`src/rtl/fifo_write_controller_if.sv`:
```
// rtl/fifo_write_controller_if.sv - write-side FIFO handshake and status bundle
interface fifo_write_controller_if #(
  parameter int depth = 8
);
  logic             write;
  logic [depth-1:0] rd_gray_value;
  logic             wr_en;
  logic [depth-2:0] wr_address;
  logic [depth-1:0] gray_value;
  logic             full;
  logic             almost_full;
  logic [depth-1:0] level;
  logic             overflow;

  modport master (
    output write, rd_gray_value,
    input  wr_en, wr_address, gray_value, full, almost_full, level, overflow
  );

  modport slave (
    input  write, rd_gray_value,
    output wr_en, wr_address, gray_value, full, almost_full, level, overflow
  );
endinterface

```
`src/rtl/fifo_write_controller.sv`:
```
// rtl/fifo_write_controller.sv - dual-clock FIFO write pointer/status controller
// Optional sticky overflow flag enabled by defining FIFO_WR_OVERFLOW_EN.
module fifo_write_controller #(
  parameter int depth              = 8,
  parameter int almost_full_margin = 2
) (
  input logic                   wr_clock,
  input logic                   reset_n,
  fifo_write_controller_if.slave bus
);

  localparam logic [depth-1:0] capacity     = {1'b1, {(depth-1){1'b0}}};
  localparam logic [depth-1:0] af_threshold = capacity - depth'(almost_full_margin);

  logic [depth-1:0] wr_ptr;
  logic [depth-1:0] next_ptr;
  logic [depth-1:0] next_level;
  logic [depth-1:0] sync1;
  logic [depth-1:0] sync2;
  logic [depth-1:0] rd_bin;
  logic [depth-1:0] gray_q;
  logic [depth-1:0] level_q;
  logic             full_q;
  logic             almost_full_q;

  assign bus.wr_en       = bus.write & ~full_q & reset_n;
  assign next_ptr        = wr_ptr + {{(depth-1){1'b0}}, bus.wr_en};
  assign next_level      = next_ptr - rd_bin;
  assign bus.wr_address  = wr_ptr[depth-2:0];
  assign bus.gray_value  = gray_q;
  assign bus.level       = level_q;
  assign bus.full        = full_q;
  assign bus.almost_full = almost_full_q;

  // Each binary bit is the XOR of all gray bits at and above it.
  always_comb begin
    rd_bin = '0;
    for (int i = 0; i < depth; i++) begin
      rd_bin[i] = ^(sync2 >> i);
    end
  end

  always_ff @(posedge wr_clock) begin
    if (!reset_n) begin
      wr_ptr        <= '0;
      sync1         <= '0;
      sync2         <= '0;
      gray_q        <= '0;
      level_q       <= '0;
      full_q        <= 1'b0;
      almost_full_q <= 1'b0;
    end else begin
      sync1         <= bus.rd_gray_value;
      sync2         <= sync1;
      wr_ptr        <= next_ptr;
      gray_q        <= next_ptr ^ (next_ptr >> 1);
      level_q       <= next_level;
      full_q        <= (next_ptr[depth-1] != rd_bin[depth-1]) &&
                       (next_ptr[depth-2:0] == rd_bin[depth-2:0]);
      almost_full_q <= (next_level >= af_threshold);
    end
  end

`ifdef FIFO_WR_OVERFLOW_EN
  logic overflow_q;

  always_ff @(posedge wr_clock) begin
    if (!reset_n) begin
      overflow_q <= 1'b0;
    end else if (bus.write && full_q) begin
      overflow_q <= 1'b1;
    end
  end

  assign bus.overflow = overflow_q;
`else
  assign bus.overflow = 1'b0;
`endif

endmodule

```
`src/flat_wrapper.sv`:
```
// flat-port wrapper written by rule: the top's interface ports become plain ports
module fifo_write_controller_flat 
#(
  parameter int depth              = 8,
  parameter int almost_full_margin = 2
)
  (wr_clock, reset_n, bus_write, bus_rd_gray_value, bus_wr_en, bus_wr_address, bus_gray_value, bus_full, bus_almost_full, bus_level, bus_overflow);
  fifo_write_controller_if #(.depth(depth)) bus_i ();
  input logic wr_clock;
  input logic reset_n;
  input wire logic [$bits(bus_i.write)-1:0] bus_write;
  input wire logic [$bits(bus_i.rd_gray_value)-1:0] bus_rd_gray_value;
  output wire logic [$bits(bus_i.wr_en)-1:0] bus_wr_en;
  output wire logic [$bits(bus_i.wr_address)-1:0] bus_wr_address;
  output wire logic [$bits(bus_i.gray_value)-1:0] bus_gray_value;
  output wire logic [$bits(bus_i.full)-1:0] bus_full;
  output wire logic [$bits(bus_i.almost_full)-1:0] bus_almost_full;
  output wire logic [$bits(bus_i.level)-1:0] bus_level;
  output wire logic [$bits(bus_i.overflow)-1:0] bus_overflow;
  assign bus_i.write = bus_write;
  assign bus_i.rd_gray_value = bus_rd_gray_value;
  assign bus_wr_en = bus_i.wr_en;
  assign bus_wr_address = bus_i.wr_address;
  assign bus_gray_value = bus_i.gray_value;
  assign bus_full = bus_i.full;
  assign bus_almost_full = bus_i.almost_full;
  assign bus_level = bus_i.level;
  assign bus_overflow = bus_i.overflow;
  fifo_write_controller #(.depth(depth), .almost_full_margin(almost_full_margin)) u_core (.wr_clock(wr_clock), .reset_n(reset_n), .bus(bus_i));
endmodule
```
`config.mk`:
```
export PLATFORM = sky130hd
export DESIGN_NAME = fifo_write_controller_flat
export DESIGN_NICKNAME = d
export VERILOG_FILES = /design/src/rtl/fifo_write_controller_if.sv /design/src/rtl/fifo_write_controller.sv /design/src/flat_wrapper.sv
export SDC_FILE = /design/constraint.sdc
export NUM_CORES = 1
export LEC_CHECK = 0
export ABC_CLOCK_PERIOD_IN_PS = 3690
export CAP_MARGIN = 20
export CELL_PAD_IN_SITES_DETAIL_PLACEMENT = 0
export CELL_PAD_IN_SITES_GLOBAL_PLACEMENT = 2
export CORE_ASPECT_RATIO = 1.2
export CORE_MARGIN = 2
export CORE_UTILIZATION = 35
export DETAILED_ROUTE_END_ITERATION = 8
export DONT_BUFFER_PORTS = 1
export PLACE_DENSITY = 0.72
export SLEW_MARGIN = 5
export SYNTH_ARGS = -nofsm -noshare
export SYNTH_HDL_FRONTEND = slang
export SYNTH_SLANG_ARGS = --single-unit
```
`constraint.sdc`:
```
create_clock -name wr_clock -period 3.69 [get_ports wr_clock]
set_input_delay 0.738 -clock wr_clock [delete_from_list [all_inputs] [get_ports wr_clock]]
set_output_delay 0.738 -clock wr_clock [all_outputs]
set_load 0.005 [all_outputs]
```
**Word-level counts from Yosys, hierarchy flattened**

Index checks and enable logic that the tools add are counted.

- Input port bits: 11
- Output and inout port bits: 27
- Register bits after elaboration: 42

- $lt $le $gt $ge: 1
- Bitwise logic cells: 4
- Add/subtract/negate cells: 2
- Reduce and logical (&&, ||, !) cells: 9
- Equality and inequality tests: 2

Operators by type and width:

| cell | count |
|---|---|
| XOR reduction 8 bit | 8 |
| adder 8 x 1 -> 8 bit | 1 |
| >= comparator 8 x 7 -> 1 bit, second input constant | 1 |
| subtractor 8 bit | 1 |
| XOR 8 x 7 -> 8 bit | 1 |
| equality test 7 bit | 1 |
| bitwise AND 1 bit | 2 |
| logical AND 1 bit | 1 |
| != test 1 bit | 1 |
| inverter 1 bit | 1 |

**Logic depth before layout (Yosys ltp)**

- Word-level depth: 6
- Depth in mapped cells: 15
- Depth with buffers taken out: 15

**Least setup slack after synthesis**

No wires, ideal clock.

- Path type: input port to flip-flop
- From: input reset_n
- To: register u_core.almost_full_q, in the netlist u_core.bus.almost_full
- Buffers on the path: 1
- Required time: 3573 ps
- Stages: 15
- Path slack: -75 ps
- Arrival: 3647 ps
- Path through: clkbuf_1 -> nand2_1 -> nor2_1 -> ha_1 -> ha_1 -> nand3_1 -> xor2_1 -> clkinv_1 -> ha_1 -> and2_1 -> a221o_1 -> a21oi_1 -> xnor2_1 -> and4_1 -> a32o_1

- Word-level cells in the longest chain between the ends: 4

RTL lines:

| item | line | RTL |
|---|---|---|
| start, declared | flat_wrapper.sv:10 | `input logic reset_n;` |
| bitwise AND 1 bit | fifo_write_controller.sv:26 | `assign bus.wr_en = bus.write & ~full_q & reset_n;` |
| via bus_wr_en | flat_wrapper.sv:13 | `output wire logic [$bits(bus_i.wr_en)-1:0] bus_wr_en;` |
| adder 8 x 1 -> 8 bit | fifo_write_controller.sv:27 | `assign next_ptr = wr_ptr + {{(depth-1){1'b0}}, bus.wr_en};` |
| subtractor 8 bit | fifo_write_controller.sv:28 | `assign next_level = next_ptr - rd_bin;` |
| >= comparator 8 x 7 -> 1 bit | fifo_write_controller.sv:60 | `almost_full_q <= (next_level >= af_threshold);` |
| end signal, assigned | fifo_write_controller.sv:60 |  |
| end, declared | fifo_write_controller.sv:24 | `logic almost_full_q;` |

The timed path passes the listed nets, and every way through them passes these cells.
A chain may end at the register's enable or synchronous reset.

**Final worst setup path**

- From: register u_core.sync2[5]
- To: register u_core.almost_full_q, in the netlist u_core.bus.almost_full

- Word-level cells in the longest chain between the ends: 3
- Elaborated cells between the ends (all ways): 8

RTL lines:

| item | line | RTL |
|---|---|---|
| start, declared | fifo_write_controller.sv:19 | `logic [depth-1:0] sync2;` |
| start signal, assigned | fifo_write_controller.sv:54 | `sync2 <= sync1;` |
| XOR reduction 8 bit | fifo_write_controller.sv:39 | `rd_bin[i] = ^(sync2 >> i);` |
| subtractor 8 bit (*) | fifo_write_controller.sv:28 |  |
| >= comparator 8 x 7 -> 1 bit (*) | fifo_write_controller.sv:60 |  |

Mark *: on every way between the ends. The rest lies on a longest branch, timed or not.

==> flow_results.xml <==
<?xml version="1.0" encoding="UTF-8"?>
<metrics>
  <group name="run_status">
    <metric name="result_of_the_run" unit="">complete, no violations</metric>
  </group>
  <group name="detailed_routing">
    <metric name="final_antenna_net_count" unit="">0</metric>
    <metric name="post-route-drc-count" unit="">0</metric>
    <metric name="wl" unit="um">3300</metric>
    <metric name="drtPass1Iterations" unit="">4</metric>
    <metric name="detailroute.via_count" unit="">1185</metric>
    <metric name="vias_per_cell" unit="">4.74</metric>
    <metric name="avgRoutedWirePerCell" unit="um">13.2</metric>
    <metric name="drt_first_iter_violations" unit="">9</metric>
  </group>
  <group name="critical_path">
    <metric name="top_cell_family_by_delay_on_the_critical_path" unit="">XOR/XNOR gates</metric>
    <metric name="cp_data_required_time" unit="ns">3.86</metric>
    <metric name="worstPathMaxFanout" unit="">2</metric>
    <metric name="critical-path-max-stage-delay" unit="ns">0.46</metric>
    <metric name="crit_path_cell_trace" unit="">xnor3_2 &gt; xnor2_4 &gt; xnor2_2 &gt; xor2_2 &gt; xor2_1 &gt; xnor2_1 &gt; ha_2 &gt; inv_2 &gt; fa_2 &gt; a21o_1 &gt; a221o_1 &gt; a21oi_2 &gt; xnor2_1 &gt; and4_1 &gt; a32o_1</metric>
    <metric name="cp_bufs_invs" unit="">1</metric>
    <metric name="worst_ep_arrival_time" unit="ns">3.76</metric>
    <metric name="timing_worst_setup_path_type" unit="">flop to flop</metric>
    <metric name="crit_path_top_delay_cell" unit="">sky130_fd_sc_hd__xnor3_2</metric>
    <metric name="setup.worst_path.start_class" unit="">flop</metric>
    <metric name="endpoint_kind" unit="">flop</metric>
    <metric name="cpMostUsedCell" unit="">sky130_fd_sc_hd__xnor2_1</metric>
  </group>
  <group name="synth">
    <metric name="synth_largest_area_cell" unit="">sky130_fd_sc_hd__dfxtp_1</metric>
    <metric name="post_synthesis_cell_area" unit="um2">1780</metric>
    <metric name="synth.ff_latch_count" unit="">41</metric>
    <metric name="netlist-cell-type-count" unit="">36</metric>
    <metric name="syn-instance-count" unit="">169</metric>
    <metric name="syn-num-nets" unit="">190</metric>
    <metric name="yosys.area.top_type_share" unit="%">46.2</metric>
    <metric name="postSynthAreaPerCell" unit="um2">10.5</metric>
    <metric name="flip_flop_cell_with_the_highest_count_after_synthesis" unit="">sky130_fd_sc_hd__dfxtp_1</metric>
    <metric name="synth-warning-count" unit="">0</metric>
    <metric name="seq_area_frac_synth" unit="%">46.2</metric>
    <metric name="synth_edf_count" unit="">0</metric>
    <metric name="synth_area_leaders" unit="">sky130_fd_sc_hd__dfxtp_1 (46%), sky130_fd_sc_hd__and2_1 (12%), sky130_fd_sc_hd__xor2_1 (6.9%)</metric>
    <metric name="asyncSetResetFlopFracSynth" unit="%">0</metric>
  </group>
  <group name="worst_hold_path">
    <metric name="hold_path_class" unit="">flop to flop</metric>
  </group>
  <group name="global_route">
    <metric name="grt_antenna_before_repair" unit="">0</metric>
    <metric name="grt.total_usage" unit="%">12.4</metric>
    <metric name="wire_length_of_the_first_global_routing_pass" unit="um">5400</metric>
    <metric name="grt_max_degree" unit="">45</metric>
    <metric name="grt-ovfl-total" unit="">0</metric>
    <metric name="vias_in_the_first_global_route" unit="">1156</metric>
  </group>
  <group name="cells_and_area">
    <metric name="final_cells" unit="">250</metric>
    <metric name="num-fill-cells" unit="">485</metric>
    <metric name="seqCellArea" unit="um2">825</metric>
    <metric name="multi_input_comb_area" unit="um2">940</metric>
    <metric name="area_growth" unit="%">17.1</metric>
    <metric name="nets" unit="">210</metric>
    <metric name="post_route_cells_drive_above_1_share" unit="%">20.5</metric>
    <metric name="num_antenna_cells" unit="">0</metric>
    <metric name="layout_common_cells" unit="">sky130_fd_sc_hd__dfxtp_1 (38), sky130_fd_sc_hd__and2_1 (34), sky130_fd_sc_hd__buf_4 (18)</metric>
    <metric name="post-route-util" unit="%">42.4</metric>
    <metric name="mostFrequentLayoutCell" unit="">sky130_fd_sc_hd__dfxtp_1</metric>
  </group>
  <group name="clock_tree">
    <metric name="clock_sink_count" unit="">41</metric>
    <metric name="worst_skew_pair.late_latency" unit="ns">0.29</metric>
    <metric name="htree_levels" unit="">2</metric>
    <metric name="hold_fix_buffer_count_after_cts" unit="">0</metric>
    <metric name="cts_max_path_buffers" unit="">2</metric>
    <metric name="cts_tree" unit="">yes</metric>
    <metric name="clk_root_buffer_cell" unit="">sky130_fd_sc_hd__clkbuf_8</metric>
    <metric name="clk_pin_slew_worst_paths" unit="ns">0.07</metric>
    <metric name="cts_inserted_buffers" unit="">5</metric>
  </group>
  <group name="die">
    <metric name="std_cell_rows" unit="">28</metric>
    <metric name="area_of_the_core_region" unit="um2">4900</metric>
    <metric name="die-area" unit="um2">5670</metric>
    <metric name="start_util" unit="%">36.2</metric>
    <metric name="fp.dieH" unit="um">82.1</metric>
    <metric name="design.portCount" unit="">38</metric>
    <metric name="die_span_in_x" unit="um">69.1</metric>
  </group>
  <group name="power">
    <metric name="max_rail_drop_vdd" unit="mV">0.312</metric>
    <metric name="leakagePower" unit="nW">0.916</metric>
    <metric name="powerDensity" unit="nW/um2">470</metric>
  </group>
  <group name="sta">
    <metric name="timing_max_transition_violations_final" unit="">0</metric>
    <metric name="setup_viol_count_final" unit="">0</metric>
    <metric name="hold_violations" unit="">0</metric>
    <metric name="min_period" unit="ns">3.59</metric>
    <metric name="final.setup_skew" unit="ns">0.00898</metric>
    <metric name="min_period_over_period" unit="%">97.2</metric>
    <metric name="maxClockFrequency" unit="GHz">0.279</metric>
    <metric name="rsz0062_at_grt" unit="">yes</metric>
  </group>
  <group name="flow_run">
    <metric name="cap_violations" unit="">0</metric>
  </group>
  <group name="placement">
    <metric name="numPlacedInstances" unit="">234</metric>
    <metric name="place.detailed.hpwl" unit="um">2440</metric>
    <metric name="globalplace.congestion" unit="">0.755</metric>
    <metric name="portBuffers" unit="">0</metric>
  </group>
</metrics>
-- flip-flops by register name, indices dropped and copies added, names as in the netlist --
name / cells
u_core.bus.level: 8
u_core.sync2: 8
u_core.bus.full: 1
u_core.wr_ptr: 7
u_core.sync1: 8
u_core.bus.gray_value: 8
u_core.bus.almost_full: 1
-- cell families (layout without fill, tap and decap cells) --
kind of cell	count (synthesis)	in the layout	synth area share [%]
adders and majority gates	10	10	7.46
and+or+nand+nor	66	66	23.2
DFF	41	41	46.2
other	1	1	0.211
xor gates and xnor gates	26	26	14.7
AOI/OAI and AO/OA	13	13	5.49
buffers and inverters	12	33	2.74
-- power breakdown --
| group | total [mW] | internal, mW | switching [mW] |
|---|---|---|---|
| clock | 0.268 | 0.134 | 0.134 |
| sequential | 0.494 | 0.478 | 0.0160 |
| combinational | 0.217 | 0.121 | 0.0953 |
| total | 0.978 | 0.733 | 0.245 |
-- what timing repair did --
item | CTS | global route
gates cloned | 0 | 0
setup endpoints to repair | 1 | 1
buffers inserted | 3 | 5
pin swaps | 6 | 14
gates resized for setup | 5 | 4
-- final timing paths --
path | slack, ns | endpoint | startpoint | cells after the start
min | 0.43 | u_core.sync2[0] | u_core.sync1[0] | 1
min reg2reg | 0.43 | u_core.sync2[0] | u_core.sync1[0] | 1
max | 0.10 | u_core.bus.almost_full | u_core.sync2[5] | 15
max reg2reg | 0.10 | u_core.bus.almost_full | u_core.sync2[5] | 15
-- layer usage --
layer,up-vias,global-route usage (%),routed length [um]
met2,35,21.5,1620
met3,9,4.42,184
met5,-,0,0
li1,595,-,-
met1,546,13.1,1360
met4,0,7.25,131
-- synth_stat cells (2+ instances only) --
cell type / instances
sky130_fd_sc_hd__o21a_1: 2
sky130_fd_sc_hd__ha_1: 9
sky130_fd_sc_hd__clkbuf_1: 4
sky130_fd_sc_hd__o2111ai_1: 2
sky130_fd_sc_hd__a21oi_1: 3
sky130_fd_sc_hd__nand3_1: 5
sky130_fd_sc_hd__nor2b_1: 7
sky130_fd_sc_hd__inv_1: 5
sky130_fd_sc_hd__xnor2_1: 10
sky130_fd_sc_hd__dfxtp_1: 41
sky130_fd_sc_hd__and3_1: 3
sky130_fd_sc_hd__nor3_1: 7
sky130_fd_sc_hd__and2_1: 34
sky130_fd_sc_hd__nor2_1: 2
sky130_fd_sc_hd__xor2_1: 14
-- metrics by stage --
stage	setup WS [ns]	area (um2)	setup TNS, ns	hold slack, ns	power [mW]
finish	0.102	2080	0	0.434	0.978
global route	-0.0702	2080	-0.0702	0.456	1.04
CTS	0.0303	2030	0	0.434	0.971
detailed placement	-0.0848	1910	-0.0848	0.418	0.687
global placement	0.0806	1910	0	0.419	0.683
floorplan	0.0385	1790	0	0.412	0.643
-- area by class of cell --
class                   count  share of cell area [%]
well taps                  60                    3.61
repair buffers             18                    6.49
inverters                   7                    1.32
flip-flops and latches     41                    39.6
clock buffers               8                    3.85
multi-input cells         116                    45.1
(Power assumes the default switching activity.)
==> patch 1, RTL diff (same flow settings) <==
`depth` is set to 8 in 3 places; all go to 16.
--- a/src/rtl/fifo_write_controller_if.sv
+++ b/src/rtl/fifo_write_controller_if.sv
@@ -1,6 +1,6 @@
 // rtl/fifo_write_controller_if.sv - write-side FIFO handshake and status bundle
 interface fifo_write_controller_if #(
-  parameter int depth = 8
+  parameter int depth = 16
 );
   logic             write;
   logic [depth-1:0] rd_gray_value;
--- a/src/rtl/fifo_write_controller.sv
+++ b/src/rtl/fifo_write_controller.sv
@@ -1,7 +1,7 @@
 // rtl/fifo_write_controller.sv - dual-clock FIFO write pointer/status controller
 // Optional sticky overflow flag enabled by defining FIFO_WR_OVERFLOW_EN.
 module fifo_write_controller #(
-  parameter int depth              = 8,
+  parameter int depth              = 16,
   parameter int almost_full_margin = 2
 ) (
   input logic                   wr_clock,
--- a/src/flat_wrapper.sv
+++ b/src/flat_wrapper.sv
@@ -1,7 +1,7 @@
 // flat-port wrapper written by rule: the top's interface ports become plain ports
 module fifo_write_controller_flat 
 #(
-  parameter int depth              = 8,
+  parameter int depth              = 16,
   parameter int almost_full_margin = 2
 )
   (wr_clock, reset_n, bus_write, bus_rd_gray_value, bus_wr_en, bus_wr_address, bus_gray_value, bus_full, bus_almost_full, bus_level, bus_overflow);
Interface: changed (resized bus_gray_value, bus_level, bus_rd_gray_value and bus_wr_address); port bits go from 38 to 70. No check against the original RTL was run, so the function may have changed too.
==> patch 1 against the unedited design <==
The run now ends with negative setup slack left; clock power grew to 3.5 times the old value; wire length increased to 2.6 times the old value; first-iteration DRC count grew to 9.1 times the old value; total power rose to 3.0 times the old value; final cell count grew to 2.5 times the old value; area after synthesis is 120% higher; cell area grew to 2.5 times the old value; count of clock-buffer cells in the layout rose by 3; largest power group is now combinational cells; setup slack got worse by 0.82 ns; critical path type unchanged; worst hold slack worse by 0.0011 ns; sequential cell count rose by 40; critical path depth grew 4.
==> patch 1: results (changes against the unedited design) <==
Status
The run finished, with violations left. The checks that failed: negative setup slack.

Layout
The layout buffering overhead excluding clock cells was 0.141 (+0.0757). The area fraction of clock buffers and clock inverters is 0.0604 (+0.0220). The layout buffer count excluding clock buffers is 96 (+78). The layout multi-input combinational cell count is 285 (+150%). The final layout net count is 535 (+150%). The ratio of cells with drive above 1 in the final layout is 0.319 (+0.113). The number of non-filler instances in the completed layout is 629 (+150%). The core occupancy in the finished layout is 0.498 (+0.0730).

The number of clock-tree buffers in the layout was 11 (+3).

Synth
The area share of fa/ha/maj cells after synthesis was 0.0673 (-0.00730). The register area share after synthesis is 0.423 (-0.0383). The complex-gate fraction of the synthesized area is 0.0853 (+0.0304). The multiplexer fraction of the synthesized cell area came to 0.00588 (+0.00588).

The commonest cells after synthesis are sky130_fd_sc_hd__dfxtp_1 (81), sky130_fd_sc_hd__and2_1 (40), sky130_fd_sc_hd__nor2_1 (39). Sorting the synthesized cells by area gives the leading types as sky130_fd_sc_hd__dfxtp_1 (42%), sky130_fd_sc_hd__and2_1 (6.5%), sky130_fd_sc_hd__ha_1 (6.2%).

Clock tree
The insertion delay to the later sink of the worst-skew pair came to 0.33 ns (+0.04 ns). The number of buffers inserted during clock tree synthesis was 9 (+4). The cell at the root of the clock tree is sky130_fd_sc_hd__clkbuf_16. The count of buffers added by post-CTS timing repair for setup is 9 (+6).

Timing
The fraction of the cycle the final worst path needs is 1.20 (+0.223). The number of setup violations in the final report is 11 (+11). The post-route worst setup slack was -0.722 ns (-0.824 ns).

Power and ir drop
The largest voltage drop on the vdd net is 0.000264 V (-15%). The standby leakage power is 2.46 nW (+170%).

Placed design
The routability congestion estimate from global placement is 0.887 (+18%). The placed wire-length estimate was 6570 um (+170%). The standard cell area after detailed placement came to 4640 um^2 (+140%).

Worst setup path
The critical-path maximum fanout is 3 (+1). The data arrival time of the worst path is 4.68 ns (+0.92 ns). The number of cells on the worst reg-to-reg path was 19 (+4).

Global routing
The total global-route track usage is 0.153 (+0.0293). The routing usage on met3 came to 0.0444 (+0.000181). The number of antenna violations at the first check in global routing was 1 (+1). The met2 track demand over resource in global routing is 0.255 (+0.0401). The wire length of the first global-routing pass came to 14,200 um (+160%).
==> patch 1: cell count changes in the layout (fill, tap and decap cells not counted), sizes merged, moves of 6 or more <==
cell	delta
nor4	+6
a21oi	+13
buf	+78
ha	+10
nand3	+12
xor2	+10
and2	+6
nand2	+14
dfxtp	+40
inv	+17
xnor2	+17
nor2	+37
==> patch 1: critical path: cells and delay by family (launching register included) <==
family          cells  cell delay, ns
xor+xnor            8            1.97
compound gates      6            1.15
fa+ha+maj           2            0.56
flops               1            0.32
simple gates        2            0.31
buf+inv             1            0.04
==> patch 1: power by group through the flow <==
stage,clock [mW],combinational (mW),sequential [mW]
detailed placement,0,0.818,0.996
CTS,0.970,0.934,0.977
floorplan,0,0.501,0.987
global placement,0,0.809,0.995
finish,0.940,1.00,0.976
global route,1.02,1.09,0.980
==> patch 2, RTL diff (same settings) <==
Without the edit above. The option `FIFO_WR_OVERFLOW_EN` is turned on by a define.
--- a/src/rtl/fifo_write_controller.sv
+++ b/src/rtl/fifo_write_controller.sv
@@ -1,5 +1,7 @@
 // rtl/fifo_write_controller.sv - dual-clock FIFO write pointer/status controller
 // Optional sticky overflow flag enabled by defining FIFO_WR_OVERFLOW_EN.
+`define FIFO_WR_OVERFLOW_EN
+
 module fifo_write_controller #(
   parameter int depth              = 8,
   parameter int almost_full_margin = 2
Behaviour: not the same (Yosys sat finds a counterexample within 10 cycles, from zero or initial values and one cycle with reset_n low).
==> patch 2 against the unedited design <==
Maximum frequency down 1.4%; area after synthesis down 0.35%; first-iteration DRC count grew to 3.9 times the old value; non-clock buffer count is 1 higher; worst hold slack better by 0.0018 ns; synthesized cell count up 0.59%; sequential cell count up 1; core utilization is 0.69 points higher; sequential power rose by 2%; clock power is 8.2% higher; total power is 5.6% higher; setup slack got worse by 0.050 ns; wire length up 3.5%; cell area rose by 1.6%; critical path type unchanged; highest routed layer unchanged.
==> patch 2: results (changes against the unedited design) <==
Layout
The ratio of cells with drive above 1 in the final layout is 0.244 (+0.0383). The number of fill cells came to 490 (+1.0%). The total inserted antenna cells came to 0 (unchanged). The cell area after layout is 2120 um^2 (+1.6%).

The final layout net count is 213 (+1.4%). The number of non-filler instances in the completed layout was 253 (+1.2%).

Worst setup path
The startpoint-to-endpoint class of the critical path is reg2reg. The setup slack of the most critical reg-to-reg path was 0.05 ns (-0.05 ns). The critical-path maximum fanout is 3 (+1). The data arrival time of the worst path is 3.82 ns (+0.06 ns).

Synth
The mean instance size in the synthesized netlist is 10.4 um^2 (-0.94%). The register area share after synthesis is 0.475 (+0.0129). Counting instances in the post-synthesis netlist gives the leading cell types as sky130_fd_sc_hd__dfxtp_1 (42), sky130_fd_sc_hd__and2_1 (25), sky130_fd_sc_hd__nor2_1 (17). Yosys attributes the largest share of cell area to sky130_fd_sc_hd__dfxtp_1 (47%), sky130_fd_sc_hd__and2_1 (8.8%), sky130_fd_sc_hd__xnor2_1 (6.4%). The flop and latch count out of synthesis was 42 (+2.4%).

The number of flops mapped to enable cells by yosys is 0 (unchanged). The number of nets in the synthesized netlist is 191 (+0.53%).

Placed design
The cell count after placement is 239 (+2.1%). The routability congestion estimate from global placement came to 0.826 (+9.4%). The placed wire-length estimate came to 2470 um (+1.4%).

The standard cell area after detailed placement is 1940 um^2 (+1.4%). The pre-CTS setup slack is -0.218 ns (-0.133 ns).

Clock tree
The count of buffers added by post-CTS timing repair for setup is 4 (+1). The number of cells upsized or downsized after cts is 8 (+3). The insertion delay to the later sink of the worst-skew pair was 0.29 ns (about the same). The maximum level of the CTS H-tree is 2 (unchanged).

Global routing
The total global-route track usage is 0.141 (+0.0166). The global-route met1 utilization was 0.160 (+0.0291). The wire length of the first global-routing pass is 5780 um (+6.9%).

The via count of the first global-routing pass is 1,228 (+6.2%). The met2 track demand over resource in global routing is 0.227 (+0.0115). The routing usage on met3 is 0.0562 (+0.0120). The number of antenna violations at the first check in global routing is 0 (unchanged). The maximum number of pins on one net before global-route repair is 31 (-31%).

Detailed routing
The wire length reported by the detailed router is 3410 um (+3.5%). The average via count per standard cell was 4.70 (-0.85%). The post-route met1 wirelength is 1520 um (+12%).

The first-iteration detailed-routing DRC count is 35 (+26). The amount of wire on met3 after detailed routing came to 195 um (+6.0%).

Timing
The post-route worst setup slack is 0.0519 ns (-0.0496 ns). The worst clock skew came to 0.00702 ns (-0.00196 ns). The hold slack is 0.435 ns (+0.00178 ns).

Status
The flow ran to the end, and the final reports show no timing, DRC or antenna violations.

Power and ir drop
The standby leakage power is 0.909 nW (-0.76%). The switching power summed over all nets is 281 uW (+15%). The largest voltage drop on the vdd net came to 0.000310 V (-0.59%).

Min path
The worst hold-check path type is reg2reg. In this run the most critical hold path is launched from u_core.sync1[7]$_SDFF_PN0_. The end point of the most critical hold path is u_core.sync2[7]$_SDFF_PN0_.
patch 2: power groups by stage:
stage | logic, mW | registers (mW) | clock network, mW
3_5_place_dp | 0.201 | 0.515 | 0
2_1_floorplan | 0.146 | 0.512 | 0
4_1_cts | 0.231 | 0.507 | 0.301
6_report | 0.238 | 0.506 | 0.290
5_1_grt | 0.267 | 0.510 | 0.322
3_3_place_gp | 0.198 | 0.516 | 0
patch 2: cells by family (layout without fill, tap and decap cells):
logic type               after synthesis  in the layout  share of synthesized area
XOR/XNOR                              26             26                      0.152
AND/OR/NAND/NOR                       64             64                      0.201
AO/OA/AOI/OAI                         16             16                     0.0685
adder cells (fa/ha/maj)               10             10                     0.0749
flip-flops                            42             42                      0.475
buffers and inverters                 12             35                     0.0297
patch 2: final cells by class:
class | instances | share of cell area
multi-input cells | 116 | 0.442
flip-flops and latches | 42 | 0.398
clock buffers | 5 | 0.0325
well taps | 60 | 0.0355
repair buffers | 19 | 0.0674
clock inverters | 3 | 0.0101
inverters | 8 | 0.0142
